`config.mk`:
```
export PLATFORM = sky130hd
export DESIGN_NAME = fetch_sequencer
export DESIGN_NICKNAME = d
export VERILOG_FILES = /design/src/rtl/fetch_sequencer.sv
export SDC_FILE = /design/constraint.sdc
export NUM_CORES = 1
export LEC_CHECK = 0
export BUFFER_PORTS_ARGS = -buffer_cell sky130_fd_sc_hd__buf_2
export CELL_PAD_IN_SITES_DETAIL_PLACEMENT = 1
export CELL_PAD_IN_SITES_GLOBAL_PLACEMENT = 2
export CORE_ASPECT_RATIO = 0.9
export CORE_MARGIN = 2
export CORE_UTILIZATION = 26
export DETAILED_ROUTE_END_ITERATION = 8
export PLACE_DENSITY_LB_ADDON = 0.1
export REMOVE_ABC_BUFFERS = 1
export SYNTH_ARGS = -nofsm -noshare
export SYNTH_HDL_FRONTEND = slang
export SYNTH_SLANG_ARGS = --single-unit
```
`constraint.sdc`:
```
create_clock -name CLK -period 1.8 [get_ports CLK]
set_clock_uncertainty 0.1 [all_clocks]
set_input_delay 0.18 -clock CLK [delete_from_list [all_inputs] [get_ports CLK]]
set_output_delay 0.18 -clock CLK [all_outputs]
set_load 0.05 [all_outputs]
```
`src/rtl/fetch_sequencer.sv`:
```
// Purpose : control/fetch stage; owns the PC, reads instruction and operand
//           words over REQ/ACK, decodes them into IR/AR/DR load strobes and
//           hands non-local instructions to execute over VALID/DONE.
// Latency : cycles per instruction with zero-wait ACK/DONE: NOP/JMP/JZ 2,
//           STA 3, LDA/ADD 5.
// Backpressure: stalls in FETCH/OPER until MEM_ACK and in EXEC until
//           EXEC_DONE; ACK and DONE are ignored in every other state.
//
// Ports:
//   CLK, RSTN           clock, asynchronous active-low reset
//   MEM_REQ/ADDR/ACK/RDATA   memory read handshake (request held until ACK)
//   LD_IR/IR_DATA       opcode strobe + data to the instruction register
//   LD_AR/AR_DATA       address strobe + data to the address register
//   LD_DR/DR_DATA       operand strobe + data to the data register
//   EXEC_VALID/EXEC_DONE execute handshake
//   ZERO                accumulator-zero flag consumed by JZ
//   PC, HALTED          program counter and halt status
module fetch_sequencer #(
  parameter int                 ADDR_W   = 6,
  parameter int                 DATA_W   = 9,
  parameter int                 OP_W     = 3,
  parameter logic [ADDR_W-1:0]  RESET_PC = '0
) (
  input  logic              CLK,
  input  logic              RSTN,
  output logic              MEM_REQ,
  output logic [ADDR_W-1:0] MEM_ADDR,
  input  logic              MEM_ACK,
  input  logic [DATA_W-1:0] MEM_RDATA,
  output logic              LD_IR,
  output logic [OP_W-1:0]   IR_DATA,
  output logic              LD_AR,
  output logic [ADDR_W-1:0] AR_DATA,
  output logic              LD_DR,
  output logic [DATA_W-1:0] DR_DATA,
  output logic              EXEC_VALID,
  input  logic              EXEC_DONE,
  input  logic              ZERO,
  output logic [ADDR_W-1:0] PC,
  output logic              HALTED
);

  localparam logic [OP_W-1:0] OP_LDA = OP_W'(1);
  localparam logic [OP_W-1:0] OP_ADD = OP_W'(2);
  localparam logic [OP_W-1:0] OP_STA = OP_W'(3);
  localparam logic [OP_W-1:0] OP_JMP = OP_W'(4);
  localparam logic [OP_W-1:0] OP_JZ  = OP_W'(5);
  localparam logic [OP_W-1:0] OP_HLT = OP_W'(7);

  typedef enum logic [2:0] {
    S_IDLE, S_FETCH, S_DECODE, S_OPER, S_LOADDR, S_EXEC, S_HALT
  } state_e;

  state_e              state_q, state_d;
  logic [ADDR_W-1:0]   pc_q, pc_d;
  logic [OP_W-1:0]     ir_q, ir_d;
  logic [ADDR_W-1:0]   ar_q, ar_d;
  logic [DATA_W-1:0]   dr_q, dr_d;

  // State and datapath registers. Reset is asynchronous so an in-flight
  // memory or execute handshake is dropped without waiting for a clock.
  always_ff @(posedge CLK or negedge RSTN) begin
    if (!RSTN) begin
      state_q <= S_IDLE;
      pc_q    <= RESET_PC;
      ir_q    <= '0;
      ar_q    <= '0;
      dr_q    <= '0;
    end else begin
      state_q <= state_d;
      pc_q    <= pc_d;
      ir_q    <= ir_d;
      ar_q    <= ar_d;
      dr_q    <= dr_d;
    end
  end

  // Next-state logic.
  always_comb begin
    state_d = state_q;
    case (state_q)
      S_IDLE:   state_d = S_FETCH;
      S_FETCH:  if (MEM_ACK) state_d = S_DECODE;
      S_DECODE: begin
        case (ir_q)
          OP_LDA, OP_ADD: state_d = S_OPER;
          OP_STA:         state_d = S_EXEC;
          OP_HLT:         state_d = S_HALT;
          default:        state_d = S_FETCH;  // NOP, JMP, JZ, reserved
        endcase
      end
      S_OPER:   if (MEM_ACK) state_d = S_LOADDR;
      S_LOADDR: state_d = S_EXEC;
      S_EXEC:   if (EXEC_DONE) state_d = S_FETCH;
      S_HALT:   state_d = S_HALT;
      default:  state_d = S_IDLE;
    endcase
  end

  // Datapath next-state. The fetched word lands directly in the IR/AR
  // holding registers on the ACK edge, so both are already registered and
  // stable for the whole DECODE cycle in which their strobes fire.
  always_comb begin
    pc_d = pc_q;
    ir_d = ir_q;
    ar_d = ar_q;
    dr_d = dr_q;
    if (state_q == S_FETCH && MEM_ACK) begin
      ir_d = MEM_RDATA[DATA_W-1:ADDR_W];
      ar_d = MEM_RDATA[ADDR_W-1:0];
      pc_d = pc_q + ADDR_W'(1);  // natural wrap at the top of memory
    end
    // Jumps are resolved here rather than in execute; the PC already points
    // past the jump, so an untaken JZ simply falls through.
    if (state_q == S_DECODE) begin
      if (ir_q == OP_JMP || (ir_q == OP_JZ && ZERO)) begin
        pc_d = ar_q;
      end
    end
    if (state_q == S_OPER && MEM_ACK) begin
      dr_d = MEM_RDATA;
    end
  end

  // Outputs decoded purely from the registered state.
  always_comb begin
    MEM_REQ    = 1'b0;
    MEM_ADDR   = pc_q;
    LD_IR      = 1'b0;
    LD_AR      = 1'b0;
    LD_DR      = 1'b0;
    EXEC_VALID = 1'b0;
    HALTED     = 1'b0;
    case (state_q)
      S_FETCH:  MEM_REQ = 1'b1;
      S_DECODE: begin
        LD_IR = 1'b1;
        LD_AR = 1'b1;
      end
      S_OPER: begin
        MEM_REQ  = 1'b1;
        MEM_ADDR = ar_q;
      end
      S_LOADDR: LD_DR      = 1'b1;
      S_EXEC:   EXEC_VALID = 1'b1;
      S_HALT:   HALTED     = 1'b1;
      default:  ;
    endcase
  end

  assign IR_DATA = ir_q;
  assign AR_DATA = ar_q;
  assign DR_DATA = dr_q;
  assign PC      = pc_q;

endmodule

```
==> impl_results.rst, run 1 <==
.. list-table::
   :header-rows: 1

   * - Metric
     - Value
   * - Data arrival, critical path
     - 1840 ps
   * - Number of endpoints with negative hold slack in the final report
     - 0
   * - Endpoint required time on the critical path
     - roughly 1900 ps
   * - Cells on worst reg2reg path
     - 3
   * - H-tree depth reported by CTS
     - 1
   * - Via-per-instance ratio
     - roughly 4.7
   * - Unrepaired setup endpoints after global routing
     - true
   * - DRC errors left
     - 0
   * - GPL Wtd Cong
     - 0.785
   * - Final-report setup violation count
     - 0
   * - Compound-Gate Fraction of Synth Area
     - under 10%
   * - Half-perimeter wire length of the detailed placement result
     - 2890 um
   * - Later-pin clock latency in the skew report
     - approximately 270 ps
   * - Gate count after technology mapping
     - 131
   * - Most common cell after layout, fill and taps aside
     - buf_2
   * - Critical path class
     - reg2reg
   * - Outcome
     - finished clean
   * - Post-layout worst setup margin
     - 33.5 ps
   * - Final critical delay including setup and external delays
     - roughly 1800 ps
   * - Overflow left after global routing
     - 0
   * - Maximum number of pins on one net before global-route repair
     - 28
   * - Endpoint of the worst-slack reg-to-reg timing path
     - PC[0]
   * - Worst reg2reg startpoint
     - state_q[2]
   * - Floorplan core area
     - 4920 um^2
   * - Most frequent cells in the layout
     - 38 x buf_2, 30 x nand2_1, 27 x dfrtp_1
   * - Routed wire length per instance
     - 15.0 um
   * - Fraction of the mapped netlist area in simple logic gates
     - between 20% and 30%
   * - Syn. warnings
     - 0
   * - TritonCTS clock tree
     - done
   * - Clock buffers created by TritonCTS
     - 3
   * - Register clock-pin slew on the reported worst setup and hold paths
     - 100 ps
   * - Initial antenna violation count
     - 0
   * - Worst Setup SP
     - state_q[2]
   * - DP Area
     - between 1500 and 2000 um^2
   * - Via count of the first global-routing pass
     - around 1,200
   * - Nature of the critical path endpoint
     - flip-flop
   * - Initial core utilization
     - between 20% and 30%
   * - Per-instance average area after synthesis
     - roughly 10 um^2
   * - Total wirelength of the detailed-routed design
     - around 3900 um
   * - Final period utilization
     - approximately 98%
   * - Share of cells above drive strength 1
     - 46.4%
   * - Timing-limited maximum frequency
     - ~0.57 GHz
   * - Root buf cell
     - clkbuf_8
   * - Filler instances
     - approximately 570
   * - Type of the tightest min-delay check
     - in2reg
   * - CP Max Fanout
     - 6
   * - Number of slew-limit violations in the final report
     - 0
   * - Worst Setup Start Kind
     - flip-flop
   * - Synthesized flop and latch total
     - 27
   * - GRT Util Overall
     - 14.2%
   * - DRT Pass-1 Iters
     - 4
   * - Worst-Margin Slew
     - ~630 ps
   * - Number of standard cells in the final layout excluding fillers
     - 257
   * - Maximum buffer depth of the clock tree
     - 2
   * - Layout area overhead
     - 42.7%
   * - Number of nets in the finished design
     - 208
   * - Sequential fraction of the synthesis area
     - roughly 50%
   * - Final ANT Viol Nets
     - 0
   * - Maximum single-stage delay on the critical path
     - around 440 ps
   * - Max-cap check violation count
     - 0
   * - Slowest stage cell, crit path
     - or3_4
   * - Clock sink total
     - 27
   * - Portion of netlist area occupied by mux cells
     - between 10% and 20%
   * - Setup slack on the worst flop-to-flop path
     - approximately 34 ps
   * - Post-route standard cell area excluding fillers
     - roughly 1900 um^2
   * - Placed Instances
     - 248
   * - Die X-Extent
     - 80.0 um
   * - Count of boundary I/O pins
     - 50
   * - Post-place setup slack
     - 45.1 ps
   * - Area of the mapped netlist
     - around 1400 um^2
   * - DIE AREA
     - 5790 um^2
   * - Cell-by-cell listing of the critical path
     - or3b_4 > or3_4 > mux2_4
   * - Number of distinct library cell variants in the gate-level netlist after synthesis
     - 34
   * - Setup crit end
     - PC[0]
   * - Synth Area in Adders
     - 0.926%
   * - Routed via count
     - around 1,200
   * - Global-route wire length before repair
     - 6490 um
   * - IO buf count
     - 49
   * - Vert. Die Dim
     - between 70 and 80 um
   * - Post-Route Hold Slack
     - 14.0 ps
   * - Number of standard-cell rows in the floorplan
     - 24
   * - Xor and xnor area share after synthesis
     - between 1 and 1.5%
   * - Iteration-0 DRC Markers
     - 42
   * - Dominant combinational cell family by area after synthesis
     - simple AND/OR/NAND/NOR gates
   * - Worst max-slew margin expressed relative to the limit
     - about three fifths
   * - Ant. Diodes
     - 0
metal layers:
| layer | vias up | part of all wire (%) | track usage, % |
|---|---|---|---|
| li1 | 585 | - | - |
| met1 | 588 | 49 | 20.5 |
| met2 | 37 | 45 | 22.5 |
| met3 | 2 | 5.4 | 3.23 |
| met4 | 0 | 0.44 | 1.69 |
| met5 | - | 0 | 0 |
synth_stat cells:
cell type  count  area [um^2]
a32o_1         1         10.0
or3_4          1         11.3
inv_1          4         15.0
nor3_1         1         5.00
nand2_1       31          116
buf_2          1         5.00
dfrtp_1       27          676
nand2b_1       1         6.26
o221ai_1       1         8.76
xnor2_1        2         17.5
nor3b_1        3         22.5
or4_1          2         15.0
or3b_1         1         8.76
a22oi_1        1         7.51
nor2_1         1         3.75
nand3_1        2         10.0
nor2b_1        2         12.5
o31ai_1        2         15.0
ha_1           1         12.5
a22o_1         1         8.76
a41o_1         1         10.0
nor4_1         4         25.0
or3_1          2         12.5
buf_6          1         11.3
and3_1         1         6.26
clkbuf_1       6         22.5
mux2_4         1         15.0
a31oi_1        5         31.3
a211oi_1       1         7.51
buf_4          1         7.51
nand4bb_1      1         11.3
mux2_2        15          169
o21ai_0        5         25.0
nor4bb_1       1         10.0
sequential cells by signal, summed over array words and instances (netlist names):
signal / flops
DR_DATA: 9
PC: 6
state_q: 3
AR_DATA: 6
IR_DATA: 3
kinds of logic after synthesis:
kind of cell	count (synthesis)
flip-flops	27
XOR/XNOR	2
adder cells (fa/ha/maj)	1
multiplexers	16
AND/OR/NAND/NOR	54
buffers and inverters	13
AO/OA/AOI/OAI	18
area by class of cell:
cell class | count | area [um^2] | share of cell area [%]
clock buffers | 3 | 41.3 | 2.14
clock inverters | 1 | 8.76 | 0.454
inverters | 4 | 17.5 | 0.909
multi-input cells | 91 | 633 | 32.8
flip-flops and latches | 27 | 676 | 35.0
well taps | 65 | 81.3 | 4.22
repair buffers | 66 | 470 | 24.4
worst min-delay path by stage:
stage / startpoint / end / slack, ps / cells after the start
floorplan: RSTN / AR_DATA[0] / -220 / 0
global placement: RSTN / PC[2] / 120 / 1
detailed placement: RSTN / PC[2] / 140 / 1
CTS: MEM_RDATA[7] / IR_DATA[1] / 3 / 3
global route: MEM_RDATA[2] / AR_DATA[2] / 20 / 3
finish: MEM_RDATA[7] / IR_DATA[1] / 10 / 3
metrics by stage:
step,util [%],TNS (ps)
final,39.2,0
after global routing,39.2,-84.3
after CTS,38.1,0
after detailed placement,35.6,0
after global placement,35.6,0
after floorplan,-,-8970
critical path, delay by kind of cell, from the launching register on:
| family | cells | cell delay, ps |
|---|---|---|
| simple gates | 2 | 820 |
| flops | 1 | 430 |
| mux | 1 | 310 |
timing repair:
item | CTS | global route
buffers inserted | 1 | 1
gates resized for setup | 14 | 16
endpoints found under the setup margin | 8 | 12
endpoints found under the hold margin | 29 | 0
hold buffers | 3 | 0
pin swaps | 1 | 1
Power of run 1 is not shown: default switching activity piles up to over one toggle a cycle in this logic, so the estimate is an artifact.
==> run 2: changes to the inputs <==
--- a/config.mk
+++ b/config.mk
@@ -8,10 +8,11 @@
 export BUFFER_PORTS_ARGS = -buffer_cell sky130_fd_sc_hd__buf_2
 export CELL_PAD_IN_SITES_DETAIL_PLACEMENT = 1
 export CELL_PAD_IN_SITES_GLOBAL_PLACEMENT = 2
-export CORE_ASPECT_RATIO = 0.9
+export CORE_ASPECT_RATIO = 0.6
 export CORE_MARGIN = 2
 export CORE_UTILIZATION = 26
 export DETAILED_ROUTE_END_ITERATION = 8
+export GPL_ROUTABILITY_DRIVEN = 0
 export PLACE_DENSITY_LB_ADDON = 0.1
 export REMOVE_ABC_BUFFERS = 1
 export SYNTH_ARGS = -nofsm -noshare
==> run 2 against run 1 <==
- flip-flop and latch count did not move
- die area rose by 0.31%
- final area rose by 2.9%
- utilization rose by 0.30 points
- clock-buffer cell count did not move
- sequential share of layout area fell by 0.93 points
- first-iteration DRC count fell by 60%
- via count rose by 2.1%
- worst hold slack got worse by 5.2 ps
- wire length rose by 6.0%
==> impl_results.rst, run 2 (synthesized netlist as in run 1, its figures left out) <==
.. list-table::
   :header-rows: 1

   * - Metric
     - Value
   * - Outcome
     - finished clean
   * - Clock buffers created by TritonCTS
     - 3 (unchanged)
   * - Post-layout utilization of the core
     - 39.5% (+0.30 points)
   * - Maximum buffer depth of the clock tree
     - 2 (unchanged)
   * - Slowest stage cell, crit path
     - dfrtp_1
   * - Vert. Die Dim
     - 59.8 um (-17%)
   * - Cells on worst reg2reg path
     - 3 (unchanged)
   * - Worst-Margin Slew
     - 627 ps (-2.53 ps)
   * - Via count of the first global-routing pass
     - 1,281 (+5.1%)
   * - Layout area overhead
     - 46.9%
   * - Number of standard cells in the final layout excluding fillers
     - 261 (+1.6%)
   * - DIE AREA
     - 5810 um^2 (+0.31%)
   * - Final ANT Viol Nets
     - 0 (unchanged)
   * - Worst max-slew margin expressed relative to the limit
     - 58.2% (+0.17 points)
   * - Register clock-pin slew on the reported worst setup and hold paths
     - 100 ps (about the same)
   * - Die X-Extent
     - 97.1 um (+21%)
   * - Filler instances
     - 565 (-0.70%)
   * - Final period utilization
     - 98.8% (+0.68 points)
   * - TritonCTS clock tree
     - done
   * - Number of flip-flops under the largest register name
     - 9 (unchanged)
   * - Endpoint of the worst-slack reg-to-reg timing path
     - PC[0]
   * - Count of boundary I/O pins
     - 50 (unchanged)
   * - Placed Instances
     - 251 (+1.2%)
   * - Critical path class
     - reg2out
   * - Most frequent cells in the layout
     - 38 x buf_2, 30 x nand2_1, 26 x dfrtp_1
   * - Unrepaired setup endpoints after global routing
     - true
   * - CP Max Fanout
     - 6 (unchanged)
   * - Maximum single-stage delay on the critical path
     - 430 ps (about the same)
   * - DRT Pass-1 Iters
     - 4 (unchanged)
   * - Initial core utilization
     - 26.9% (-0.57 points)
   * - Max-cap check violation count
     - 0 (unchanged)
   * - Worst Setup Start Kind
     - flip-flop
   * - Root buf cell
     - clkbuf_8
   * - Total wirelength of the detailed-routed design
     - 4080 um (+6.0%)
   * - Global-route wire length before repair
     - 6820 um (+5.1%)
   * - Final-report setup violation count
     - 0 (unchanged)
   * - Worst hold path endpoint
     - AR_DATA[1]
   * - Data arrival, critical path
     - 1500 ps (-340 ps)
   * - Clock sink total
     - 27 (unchanged)
   * - Final critical delay including setup and external delays
     - 1780 ps (+12.2 ps)
   * - Nature of the critical path endpoint
     - output port
   * - Ant. Diodes
     - 0 (unchanged)
   * - Number of endpoints with negative hold slack in the final report
     - 0 (unchanged)
   * - Share of cells above drive strength 1
     - 51.3% (+4.9 points)
   * - Routed via count
     - 1,237 (+2.1%)
   * - DRC errors left
     - 0 (unchanged)
   * - Floorplan core area
     - 5030 um^2 (+2.1%)
   * - Min-delay src
     - MEM_RDATA[1]
   * - Number of slew-limit violations in the final report
     - 0 (unchanged)
   * - Type of the tightest min-delay check
     - in2reg
   * - GRT Util Overall
     - 15.2% (+1.1 points)
   * - Via-per-instance ratio
     - 4.74 (+0.50%)
   * - Number of nets in the finished design
     - 211 (+1.4%)
   * - Most common cell after layout, fill and taps aside
     - buf_2
   * - IO buf count
     - 49 (unchanged)
   * - Hold path depth
     - 3 (unchanged)
   * - Iteration-0 DRC Markers
     - 17 (-60%)
   * - Maximum number of pins on one net before global-route repair
     - 28 (unchanged)
   * - Worst reg2reg startpoint
     - state_q[2]
   * - Cell-by-cell listing of the critical path
     - nor2b_4 > nand2_4 > mux2_2 > buf_6
   * - Later-pin clock latency in the skew report
     - 270 ps (about the same)
   * - Initial antenna violation count
     - 0 (unchanged)
   * - Endpoint required time on the critical path
     - 1520 ps (-350 ps)
   * - Setup slack on the worst flop-to-flop path
     - 50 ps (+20 ps)
   * - H-tree depth reported by CTS
     - 1 (unchanged)
   * - Overflow left after global routing
     - 0 (unchanged)
   * - Routed wire length per instance
     - 15.6 um (+4.3%)
   * - Number of standard-cell rows in the floorplan
     - 20 (-17%)
   * - Timing-limited maximum frequency
     - 0.562 GHz (-0.69%)
   * - Half-perimeter wire length of the detailed placement result
     - 3040 um (+5.1%)
==> run 2: cell types whose count changed in the layout (fill, tap and decap cells not counted), sizes merged <==
cell         before  now
buf              63   68
clkinv            0    1
dlygate4sd3       3    1
inv               5    4
==> run 2: final cells by class <==
| class | count | area (um^2) | share of cell area [%] |
|---|---|---|---|
| Multi-Input combinational cell | 91 | 687 | 34.6 |
| Tap cell | 66 | 82.6 | 4.16 |
| Clock inverter | 1 | 5.00 | 0.252 |
| Timing Repair Buffer | 69 | 474 | 23.9 |
| Clock buffer | 3 | 41.3 | 2.08 |
| Inverter | 4 | 17.5 | 0.883 |
| Sequential cell | 27 | 677 | 34.1 |
==> run 2: stage by stage <==
stage          setup TNS [ps]  setup slack (ps)  hold slack [ps]  instance area [um^2]
2_1_floorplan           -8970              -566             -216                  1310
3_3_place_gp                0              86.3              128                  1740
3_5_place_dp                0              29.0              145                  1740
4_1_cts                 -6.75             -6.75             2.34                  1880
5_1_grt                  -132             -36.5            0.456                  1980
6_report                    0              21.4             8.80                  1980
==> run 2: what timing repair did <==
| item | 4_1_cts | 5_1_grt |
|---|---|---|
| hold endpoints to repair | 27 | 0 |
| setup buffers | 4 | 1 |
| hold buffers | 1 | 0 |
| gates resized for setup | 19 | 23 |
| setup endpoints to repair | 8 | 13 |
| pin swaps | 1 | 2 |
| cloned | 0 | 0 |
==> run 2: worst max-delay path by stage <==
| stage | start | to | slack [ps] | cells past startpoint |
|---|---|---|---|---|
| floorplan | state_q[2] | MEM_ADDR[0] | -570 | 3 |
| global placement | state_q[1] | PC[0] | 90 | 3 |
| detailed placement | state_q[1] | PC[4] | 30 | 4 |
| CTS | state_q[0] | MEM_ADDR[2] | -7 | 4 |
| global route | state_q[0] | MEM_ADDR[2] | -40 | 4 |
| finish | state_q[0] | MEM_ADDR[2] | 20 | 4 |
==> run 2: metal layers <==
layer  routed length, um  share of wire [%]  vias to the layer above  track usage, %
met2                1800                 44                       33            24.1
met4                  14               0.34                        0            3.02
li1                    -                  -                      597               -
met5                   0                  0                        -               0
met3                 171                4.2                        2            3.27
met1                2100                 51                      605            21.9
==> run 2: critical path, delay by kind of cell, from the launching register on <==
family                 cells  cell delay, ps
multiplexers               1             360
flip-flops                 1             430
buffers and inverters      1             150
AND/OR/NAND/NOR            2             290
Power of run 2 is left out for the same reason.
==> run 3: changes to the inputs <==
--- a/config.mk
+++ b/config.mk
@@ -13,7 +13,7 @@
 export CORE_UTILIZATION = 26
 export DETAILED_ROUTE_END_ITERATION = 8
 export GPL_ROUTABILITY_DRIVEN = 0
-export PLACE_DENSITY_LB_ADDON = 0.1
+export PLACE_DENSITY = 0.81
 export REMOVE_ABC_BUFFERS = 1
 export SYNTH_ARGS = -nofsm -noshare
 export SYNTH_HDL_FRONTEND = slang
==> constraint.sdc (replaced) <==
create_clock -name CLK -period 1.5 [get_ports CLK]
set_clock_uncertainty 0.1 [all_clocks]
set_input_delay 0.15 -clock CLK [delete_from_list [all_inputs] [get_ports CLK]]
set_output_delay 0.15 -clock CLK [all_outputs]
set_load 0.05 [all_outputs]
==> run 3 against run 2 <==
- the run now ends with setup timing left
- final area grew 16%
- die area unchanged
- cell count grew 7.7%
- first-iteration DRC count up 110%
- worst setup slack worse by 320 ps
- clock-buffer cell count unchanged
- largest cell class unchanged
- critical path type is now reg2reg
- utilization up 6.5 points
- global-route usage up 0.57 points
- non-clock buffer count up 20
- sequential share of layout area shrank 4.8 points
- wire length increased by 15%
- critical path depth down 1
==> impl_results.rst, run 3 (synthesized netlist as in run 1, its figures left out) <==
.. list-table::
   :header-rows: 1

   * - Metric
     - Value
   * - Outcome
     - complete, but fails checks
   * - Violations in the final reports
     - setup timing
   * - DIE AREA
     - 5810 um^2 (unchanged)
   * - Nature of the critical path endpoint
     - flip-flop
   * - Max-cap check violation count
     - 0 (unchanged)
   * - DRC errors left
     - 0 (unchanged)
   * - Cells on worst reg2reg path
     - 3 (unchanged)
   * - Unrepaired setup endpoints after global routing
     - true
   * - Number of endpoints with negative hold slack in the final report
     - 0 (unchanged)
   * - Share of cells above drive strength 1
     - 56.7% (+5.5 points)
   * - Vert. Die Dim
     - 59.8 um (unchanged)
   * - Critical path class
     - reg2reg
   * - Via-per-instance ratio
     - 4.69 (-1.1%)
   * - Initial core utilization
     - 26.9% (unchanged)
   * - Endpoint required time on the critical path
     - 1570 ps (+50 ps)
   * - H-tree depth reported by CTS
     - 1 (unchanged)
   * - Most frequent cells in the layout
     - 37 x buf_2, 30 x nand2_1, 26 x dfrtp_1
   * - Register clock-pin slew on the reported worst setup and hold paths
     - 100 ps (about the same)
   * - Iteration-0 DRC Markers
     - 36 (+19)
   * - Number of flip-flops under the largest register name
     - 9 (unchanged)
   * - Overflow left after global routing
     - 0 (unchanged)
   * - Final-report setup violation count
     - 27 (+27)
   * - Worst max-slew margin expressed relative to the limit
     - 58.3% (+0.14 points)
   * - Final critical delay including setup and external delays
     - 1800 ps
   * - Later-pin clock latency in the skew report
     - 280 ps (about the same)
   * - Maximum buffer depth of the clock tree
     - 2 (unchanged)
   * - Number of nets in the finished design
     - 231 (+9.5%)
   * - Total wirelength of the detailed-routed design
     - 4690 um (+15%)
   * - Count of boundary I/O pins
     - 50 (unchanged)
   * - Type of the tightest min-delay check
     - in2reg
   * - Number of standard-cell rows in the floorplan
     - 20 (unchanged)
   * - DRT Pass-1 Iters
     - 4 (unchanged)
   * - Final period utilization
     - 120%
   * - CP Max Fanout
     - 4 (-2)
   * - Most common cell after layout, fill and taps aside
     - buf_2
   * - Placed Instances
     - 261 (+4.0%)
   * - Via count of the first global-routing pass
     - 1,389 (+8.4%)
   * - Final ANT Viol Nets
     - 0 (unchanged)
   * - Filler instances
     - 549 (-2.8%)
   * - GRT Util Overall
     - 15.8% (+0.57 points)
   * - Die X-Extent
     - 97.1 um (unchanged)
   * - Maximum number of pins on one net before global-route repair
     - 28 (unchanged)
   * - Clock sink total
     - 27 (unchanged)
   * - Timing-limited maximum frequency
     - ~0.56 GHz
   * - Routed via count
     - 1,317 (+6.5%)
   * - Routed wire length per instance
     - 16.7 um (+6.6%)
   * - Worst Setup Start Kind
     - flip-flop
   * - Floorplan core area
     - 5030 um^2 (unchanged)
   * - Data arrival, critical path
     - 1870 ps (+370 ps)
   * - Root buf cell
     - clkbuf_8
   * - Clock buffers created by TritonCTS
     - 3 (unchanged)
   * - Half-perimeter wire length of the detailed placement result
     - 3110 um (+2.4%)
   * - Ant. Diodes
     - 0 (unchanged)
   * - Layout area overhead
     - 70.9%
   * - TritonCTS clock tree
     - done
   * - Post-layout worst setup margin
     - -296 ps (-317 ps)
   * - IO buf count
     - 49 (unchanged)
   * - Number of slew-limit violations in the final report
     - 0 (unchanged)
   * - Global-route wire length before repair
     - 7270 um (+6.6%)
   * - Initial antenna violation count
     - 0 (unchanged)
   * - Number of standard cells in the final layout excluding fillers
     - 281 (+7.7%)
   * - Hold path depth
     - 2 (-1)
   * - Worst-Margin Slew
     - 625 ps (-2.14 ps)
## run 3: cell type report
cell class / instances / area [um^2] / area share [%]
Clock buffer: 3 / 41.3 / 1.79
Clock inverter: 1 / 8.76 / 0.379
Inverter: 4 / 22.5 / 0.975
Multi-Input combinational cell: 91 / 754 / 32.7
Sequential cell: 27 / 677 / 29.3
Tap cell: 66 / 82.6 / 3.58
Timing Repair Buffer: 89 / 723 / 31.3
## run 3: what timing repair did
action	in CTS	in global routing
endpoints found under the setup margin	37	37
resized for setup	51	19
hold buffers	10	0
setup buffers	5	0
cloned	1	1
pin swaps	5	3
endpoints found under the hold margin	36	0
## run 3: per-stage QoR
stage | worst slack (ps) | setup TNS (ps) | hold slack (ps) | util, % | cell area [um^2]
3_3_place_gp | -220 | -1510 | 93.7 | 36.4 | 1830
2_1_floorplan | -839 | -19590 | -246 | - | 1310
3_5_place_dp | -260 | -2380 | 110 | 36.4 | 1830
5_1_grt | -326 | -6620 | 108 | 45.9 | 2310
6_report | -296 | -4930 | 115 | 45.9 | 2310
4_1_cts | -246 | -4480 | 78.0 | 44.1 | 2220
## run 3: worst max-delay path, cell delays in order (launching register included)
cell     delay, ps
dfrtp_2        470
or3b_4         410
or3_4          410
mux2_4         300
## run 3: layer usage
metal	wire, um	up-vias	GRT usage [%]
met1	2280	650	22.6
met3	189	0	3.63
li1	-	632	-
met5	0	-	0
met2	2220	35	25.3
met4	0	0	2.41
## run 3: final timing paths
path / start / end / slack (ps)
max reg2reg: state_q[2] / PC[0] / -300
min: MEM_ACK / state_q[0] / 110
max: state_q[2] / PC[0] / -300
max in group asynchronous: RSTN / state_q[2] / 540
min reg2reg: DR_DATA[4] / DR_DATA[4] / 420
min in group asynchronous: RSTN / DR_DATA[8] / 310
Power of run 3 is left out for the same reason.
